==> config.mk <==
export PLATFORM = sky130hd
export DESIGN_NAME = instruction_loader
export DESIGN_NICKNAME = d
export VERILOG_FILES = /design/src/rtl/instruction_loader.sv
export SDC_FILE = /design/constraint.sdc
export NUM_CORES = 1
export LEC_CHECK = 0
export BUFFER_PORTS_ARGS = -buffer_cell sky130_fd_sc_hd__buf_4
export CAP_MARGIN = 20
export CORE_ASPECT_RATIO = 2
export CORE_UTILIZATION = 49
export CTS_CLUSTER_DIAMETER = 40
export DETAILED_ROUTE_END_ITERATION = 12
export PLACE_DENSITY = 0.89
export SYNTH_ARGS = -nofsm -noshare
export SYNTH_HDL_FRONTEND = slang
export SYNTH_SLANG_ARGS = --single-unit
==> constraint.sdc <==
create_clock -name clk -period 4.6 [get_ports clk]
set_input_delay 0.69 -clock clk [delete_from_list [all_inputs] [get_ports clk]]
set_output_delay 0.69 -clock clk [all_outputs]
set_load 0.005 [all_outputs]
==> src/rtl/instruction_loader.sv <==
// Byte-stream program loader: takes a word-count header plus little-endian instruction bytes,
// writes them to consecutive instruction memory words and holds the CPU in reset until done.
module instruction_loader #(
    parameter int unsigned MEM_SIZE = 16
) (
    input  logic        clk,
    input  logic        reset,
    input  logic        start,
    input  logic [7:0]  byte_in,
    input  logic        byte_valid,
    output logic        byte_ready,
    output logic        wr_en,
    output logic [63:0] wr_adr,
    output logic [31:0] wr_data,
    output logic        busy,
    output logic        done,
    output logic        error,
    output logic        cpu_reset
);

    localparam int unsigned IdxW     = $clog2(MEM_SIZE + 1);
    localparam logic [7:0]  MaxWords = 8'(MEM_SIZE);

    typedef enum logic [2:0] {
        StIdle,
        StHeader,
        StLoad,
        StWrite,
        StDone,
        StError
    } state_e;

    state_e          state_q, state_d;
    logic [IdxW-1:0] count_q;
    logic [IdxW-1:0] index_q;
    logic [IdxW-1:0] index_inc;
    logic [1:0]      byte_cnt_q;
    logic [23:0]     asm_q;
    logic [63:0]     wr_adr_q;
    logic [31:0]     wr_data_q;
    logic            accept;
    logic            hdr_bad;
    logic            start_ok;

    // byte_ready is decoded from state only, so accept never loops back into it
    assign accept    = byte_valid && byte_ready;
    assign hdr_bad   = (byte_in == 8'd0) || (byte_in > MaxWords);
    assign start_ok  = start && (state_q inside {StIdle, StDone, StError});
    assign index_inc = index_q + 1'b1;

    always_ff @(posedge clk) begin
        if (reset) begin
            state_q <= StIdle;
        end else begin
            state_q <= state_d;
        end
    end

    always_comb begin
        state_d = state_q;
        unique case (state_q)
            StIdle, StDone, StError: begin
                if (start) state_d = StHeader;
            end
            StHeader: begin
                if (accept) state_d = hdr_bad ? StError : StLoad;
            end
            StLoad: begin
                if (accept && byte_cnt_q == 2'd3) state_d = StWrite;
            end
            StWrite: begin
                state_d = (index_inc == count_q) ? StDone : StLoad;
            end
            default: state_d = StIdle;
        endcase
    end

    always_comb begin
        byte_ready = 1'b0;
        wr_en      = 1'b0;
        busy       = 1'b0;
        done       = 1'b0;
        error      = 1'b0;
        cpu_reset  = 1'b1;
        unique case (state_q)
            StHeader, StLoad: begin
                byte_ready = 1'b1;
                busy       = 1'b1;
            end
            StWrite: begin
                wr_en = 1'b1;
                busy  = 1'b1;
            end
            StDone: begin
                done      = 1'b1;
                cpu_reset = 1'b0;
            end
            StError: error = 1'b1;
            default: ;
        endcase
    end

    always_ff @(posedge clk) begin
        if (reset) begin
            count_q    <= '0;
            index_q    <= '0;
            byte_cnt_q <= '0;
            asm_q      <= '0;
            wr_adr_q   <= '0;
            wr_data_q  <= '0;
        end else begin
            if (start_ok) begin
                index_q    <= '0;
                byte_cnt_q <= '0;
            end
            if (state_q == StHeader && accept && !hdr_bad) begin
                count_q <= byte_in[IdxW-1:0];
            end
            if (state_q == StLoad && accept) begin
                // counter wraps to zero after the fourth byte, ready for the next word
                byte_cnt_q <= byte_cnt_q + 1'b1;
                case (byte_cnt_q)
                    2'd0: asm_q[7:0]   <= byte_in;
                    2'd1: asm_q[15:8]  <= byte_in;
                    2'd2: asm_q[23:16] <= byte_in;
                    default: begin
                        wr_data_q <= {byte_in, asm_q};
                        wr_adr_q  <= {{(62 - IdxW){1'b0}}, index_q, 2'b00};
                    end
                endcase
            end
            if (state_q == StWrite) begin
                index_q <= index_inc;
            end
        end
    end

    assign wr_adr  = wr_adr_q;
    assign wr_data = wr_data_q;

endmodule
==> impl_metrics.ini, run 1 <==
[placed_design]
place_congestion = 0.8935
dp_cells = 566
io_buffer_count = 54
dp_hpwl_mm = 5.235

[logic_synthesis]
synthXorXnorAreaFrac = 0.01483
synth_edf_count = 0
synth.distinct_cells = 39
synthFlopType = dfxtp_1
ys_ff_latch = 76
synthSimpleGateAreaFrac = 0.2273
yosysWarnings = 0
syn_area_um2 = 3545
ys_seq_area_frac = 0.4292
yosysMostFrequentCell = nand2_1
synth_compound_area_frac = 0.1363
synth_cells = 446
yosysTopAreaCell = dfxtp_1
synthAdderAreaFrac = 0.01765
synthMuxAreaShare = 0.005648
netlist_top_cells_count = 112 x nand2_1, 76 x dfxtp_1, 74 x a21oi_1
synth_top_area_frac = 0.4292
yosys-top-cells-area = dfxtp_1 43%, buf_4 13%, nand2_1 12%
ys_async_sr_fraction = 0
synth_area_per_cell_um2 = 7.948
synth_top_family_by_area = simple AND/OR/NAND/NOR gates

[critical_path]
crit_path_end = wr_data[19]$_SDFFE_PP0P_
r2r_setup_slack_ns = 2.35
worstPathRequired_ns = 4.86
endpoint_kind = register
path_max_fanout = 33
path_class = register to register
startpoint_type = register
rr_endpoint = wr_data[19]$_SDFFE_PP0P_
worstSetupStartpoint = state_q[1]$_SDFFE_PP0P_
worst-endpoint-arrival_ns = 2.50
r2r-start = state_q[1]$_SDFFE_PP0P_
r2r_cells = 6

[global_route]
grt_pass1_vias = 2678
antenna_found_initial = 0
grt_usage = 0.1999
grt-ovfl-total = 0
grt_max_degree = 79
grt_pass1_wl_mm = 11.84

[clock_network]
clk_pin_slew_worst_paths_ns = 0.05
clockBufferDepth = 2
post_cts_resized = 0
cts.sinks = 76
post_cts_buffers = 0
tritoncts = yes
ctsRootBufferMaster = clkbuf_16
holdBufCountCts = 0
clkLatencyLatePin_ns = 0.33
cts_made_buffers = 9
h-tree-depth = 3

[timing]
tns_ns = 0
finalClockSkew_ns = 0.004329
worstMarginPinSlew_ns = 0.7866
min_period_ns = 2.246
relSlewSlack = 0.4745
rsz0062_at_grt = false
hold_viol_final = 0
finalSetupViolations = 0
final-max-slew-violation-count = 0
timing.final.crit_share = 0.4883
max_freq_mhz = 445.2

[layout]
antenna_cells = 0
final_cells = 581
nNetsFinal = 505
drive_above_1_share = 0.1527
syn2layout_area_growth_pct = 12.81
nFillCells = 641

[min_path]
holdCritPathClass = register to register

[floorplanning]
die_area_um2 = 7598
core_area_um2 = 6940
rows = 43
die_w_um = 62.14
start_util = 0.5107
die_h_um = 122.3
io_pins = 114

[run]
maxCapViolCount = 0

[routing]
dr.pass1.iters = 5
vias = 2953
wire_per_inst_um = 12.64
drtAntennaViolNets = 0
drt_iter0_drc = 131
drc = 0
wirelength_mm = 7.346
viasPerCell = 5.083

[run_status]
status = complete, no violations

[pwr]
vdd_drop_max_mv = 0.1781
p_leak_nw = 1.583
powerDensity_nw_per_um2 = 345.8
## state kept, by name (all words and copies together), names as in the netlist
name        flops
count_q         5
byte_cnt_q      2
asm_q          24
wr_data        32
wr_adr          5
state_q         3
index_q         5
## worst max-delay path: stages (launching register included)
cell	delay, ns
dfxtp_1	0.57
and3b_1	0.21
buf_4	0.29
and2_1	0.62
buf_8	0.25
nand2_1	0.08
a21oi_1	0.13
## area by class of cell
class,count,area (µm²),share of cell area
inverters,4,15.01,0.003755
multi-input cells,341,1645,0.4115
clock buffers,12,266.5,0.06665
repair buffers,56,427.9,0.1070
clock inverters,2,10.01,0.002503
flip-flops and latches,76,1521,0.3805
well taps,90,112.6,0.02816
## cells by family (layout without fill, tap and decap cells)
family                     after synthesis  count (layout)
and+or+nand+nor                        177             177
AOI/OAI and AO/OA                       92              92
buffers and inverters                   87              74
DFF                                     76              76
xor gates and xnor gates                 6               6
adders and majority gates                5               5
muxes                                    2               2
other                                    1              59
## report_power, final
group,total [mW],switching [mW],internal (mW)
Clock,0.647,0.247,0.401
Sequential,0.666,0.00474,0.661
Combinational,0.0696,0.0480,0.0217
Total,1.38,0.299,1.08
## per-stage QoR
step                      setup slack (ns)  hold slack, ns  instance area (µm²)    util  power (mW)
final                                2.354          0.4520                 3999  0.5762       1.383
after global routing                 2.127          0.4699                 3999  0.5762       1.427
after CTS                            2.078          0.4531                 3984  0.5740       1.388
after detailed placement             1.775          0.4465                 3707  0.5342      0.7471
after global placement               1.912          0.4398                 3707  0.5342      0.7454
after floorplan                      2.774          0.4321                 3762       -      0.7570
## routing by layer
| metal | vias to the layer above | track usage | share of wire |
|---|---|---|---|
| met5 | - | 0 | 0 |
| met4 | 0 | 0.1541 | 0.042 |
| met3 | 30 | 0.03903 | 0.052 |
| met2 | 146 | 0.3695 | 0.55 |
| met1 | 1335 | 0.1919 | 0.36 |
| li1 | 1442 | - | - |
## worst min-delay path by stage
stage | start | to | slack, ns | depth (start not counted)
2_1_floorplan | asm_q[0]$_SDFFE_PP0P_ | wr_data[0]$_SDFFE_PP0P_ | 0.43 | 2
3_3_place_gp | asm_q[10]$_SDFFE_PP0P_ | wr_data[10]$_SDFFE_PP0P_ | 0.44 | 2
3_5_place_dp | asm_q[10]$_SDFFE_PP0P_ | wr_data[10]$_SDFFE_PP0P_ | 0.45 | 2
4_1_cts | asm_q[11]$_SDFFE_PP0P_ | wr_data[11]$_SDFFE_PP0P_ | 0.45 | 2
5_1_grt | asm_q[13]$_SDFFE_PP0P_ | wr_data[13]$_SDFFE_PP0P_ | 0.47 | 2
6_report | wr_data[17]$_SDFFE_PP0P_ | wr_data[17]$_SDFFE_PP0P_ | 0.45 | 2
## cell usage in the layout (no fill, tap or decap), drive strengths merged, types with 5 or more instances in the layout
cell	count
nand3	26
a21oi	74
ha	5
clkbuf	12
nand2	113
nor2	9
conb	59
o21ai	10
buf	56
dfxtp	76
No activity file was read; power rests on OpenSTA's default activity.
==> run 2: changes to the inputs <==
Settings changed: ABC_AREA set to 1.
Clock period 4.6 ns to 2.2 ns, I/O delays scaled along.
==> impl_metrics.ini, run 2 <==
[floorplanning]
die_area_um2 = 7643
die_h_um = 122.6
die_w_um = 62.32
rows = 43
start_util = 0.5098
io_pins = 114
core_area_um2 = 6994

[critical_path]
path_max_fanout = 65
endpoint_kind = register
rr_endpoint = asm_q[0]$_SDFFE_PP0P_
worst-endpoint-arrival_ns = 2.00
r2r_setup_slack_ns = 0.39
path_class = register to register
r2r_cells = 8
startpoint_type = register
r2r-start = state_q[1]$_SDFFE_PP0P_
worstPathRequired_ns = 2.39

[timing]
finalClockSkew_ns = 0.003475
relSlewSlack = 0.5470
worstMarginPinSlew_ns = 0.6770
final-max-slew-violation-count = 0
min_period_ns = 1.815
timing.final.crit_share = 0.8248
finalSetupViolations = 0
max_freq_mhz = 551.1
hold_viol_final = 0
tns_ns = 0
rsz0062_at_grt = false

[clock_network]
holdBufCountCts = 0
h-tree-depth = 3
cts_made_buffers = 9
cts.sinks = 76
clkLatencyLatePin_ns = 0.33
tritoncts = yes
post_cts_buffers = 0
post_cts_resized = 0
clockBufferDepth = 2
clk_pin_slew_worst_paths_ns = 0.05
ctsRootBufferMaster = clkbuf_16

[logic_synthesis]
ys_ff_latch = 76
yosysWarnings = 0
ys_seq_area_frac = 0.4267
synth_cells = 476
synth_edf_count = 0
synth_area_per_cell_um2 = 7.491
netlist_top_cells_count = 105 x nand2_1, 76 x dfxtp_1, 74 x a21oi_1
yosysTopAreaCell = dfxtp_1
synth_top_area_frac = 0.4267
synth.distinct_cells = 25
yosysMostFrequentCell = nand2_1
ys_async_sr_fraction = 0
yosys-top-cells-area = dfxtp_1 43%, buf_4 12%, nand2_1 11%
syn_area_um2 = 3566
synthFlopType = dfxtp_1

[routing]
dr.pass1.iters = 5
drt_iter0_drc = 126
viasPerCell = 5.164
wirelength_mm = 7.907
drc = 0
wire_per_inst_um = 12.88
vias = 3171
drtAntennaViolNets = 0

[layout]
layout_common_cells = 105 x nand2_1, 76 x dfxtp_1, 74 x a21oi_1, 70 x nand3_1, 59 x conb_1
antenna_cells = 0
syn2layout_area_growth_pct = 13.58
largest_reg_flops = 32
ff_latch_area_um2 = 1521
mostFrequentLayoutCell = nand2_1
nNetsFinal = 536
drive_above_1_share = 0.1489
nFillCells = 667
multi_input_area_um2 = 1599

[pwr]
vdd_drop_max_mv = 0.5075
p_leak_nw = 1.625
total_power_mw = 2.988
powerDensity_nw_per_um2 = 737.9

[min_path]
worstHoldEndpoint = wr_data[30]$_SDFFE_PP0P_
hold_depth = 3
min-delay-start = byte_in[6]
holdCritPathClass = input pin to register

[global_route]
grt_usage = 0.2113
grt_pass1_wl_mm = 12.65
grt_max_degree = 66
grt_pass1_vias = 2851
grt-ovfl-total = 0
antenna_found_initial = 0

[placed_design]
place_congestion = 0.8702
dp_hpwl_mm = 5.315
io_buffer_count = 54

[run_status]
status = complete, no violations

[run]
maxCapViolCount = 0
## run 2: changes by cell type in the layout (fill, tap and decap cells not counted), moves of 4 or more
cell	delta
nand2b_1	-4
nor2_1	+8
nand4_1	+4
or3_1	-4
inv_1	+17
nand3_1	+44
nand2_1	-7
## run 2: where the power goes
group / total (mW) / internal [mW] / switching, mW
clock: 1.38 / 0.855 / 0.522
sequential: 1.40 / 1.39 / 0.0136
combinational: 0.210 / 0.0661 / 0.144
## run 2: final cells by class
class | instances | share of cell area
Multi-Input combinational cell | 351 | 0.3948
Sequential cell | 76 | 0.3757
Timing Repair Buffer | 58 | 0.1106
Clock buffer | 15 | 0.06858
Tap cell | 90 | 0.02780
Inverter | 23 | 0.02132
Clock inverter | 1 | 0.001236
## run 2: worst max-delay path by stage
| stage | startpoint | to | depth (start not counted) |
|---|---|---|---|
| detailed placement | state_q[1]$_SDFFE_PP0P_ | wr_data[24]$_SDFFE_PP0P_ | 7 |
| CTS | state_q[1]$_SDFFE_PP0P_ | asm_q[0]$_SDFFE_PP0P_ | 8 |
| floorplan | index_q[0]$_SDFFE_PP0P_ | state_q[1]$_SDFFE_PP0P_ | 11 |
| finish | state_q[1]$_SDFFE_PP0P_ | asm_q[0]$_SDFFE_PP0P_ | 8 |
| global route | index_q[0]$_SDFFE_PP0P_ | state_q[1]$_SDFFE_PP0P_ | 11 |
| global placement | state_q[0]$_SDFFE_PP0P_ | wr_data[22]$_SDFFE_PP0P_ | 6 |
## run 2: kinds of logic (layout without fill, tap and decap cells)
family,Yosys count,after routing,share of synthesized area
fa+ha+maj,5,5,0.01754
other cells,1,59,0.001052
buf+inv,107,97,0.1860
simple gates,203,203,0.2495
flops,76,76,0.4267
compound gates,84,84,0.1193
## run 2: routing by layer
metal  vias to the layer above  wire length (µm)  global-route usage
li1                       1534                 -                   -
met1                      1436              2808              0.2100
met2                       170              4169              0.3887
met3                        31               582             0.04926
met4                         0               347              0.1366
met5                         -                 0                   0
## run 2: stage by stage
step | setup slack (ns) | instance area (µm²) | std cells | hold WS (ns) | utilization
finish | 0.3854 | 4050 | 614 | 0.3249 | 0.5791
detailed placement | 0.4438 | 3767 | 598 | 0.4527 | 0.5386
floorplan | 0.7330 | 3784 | 534 | 0.4415 | -
global route | 0.2023 | 4050 | 614 | 0.3290 | 0.5791
global placement | 0.5684 | 3767 | 598 | 0.4502 | 0.5386
CTS | 0.4125 | 4050 | 614 | 0.3185 | 0.5791
## run 2: worst max-delay path: stages, from the launching register on
cell and delay (ns):
dfxtp_1 0.38, inv_2 0.09, nor3_2 0.22, inv_2 0.11
nor2_4 0.15, buf_12 0.27, nand2_1 0.23, nand2_1 0.13
a21oi_1 0.08
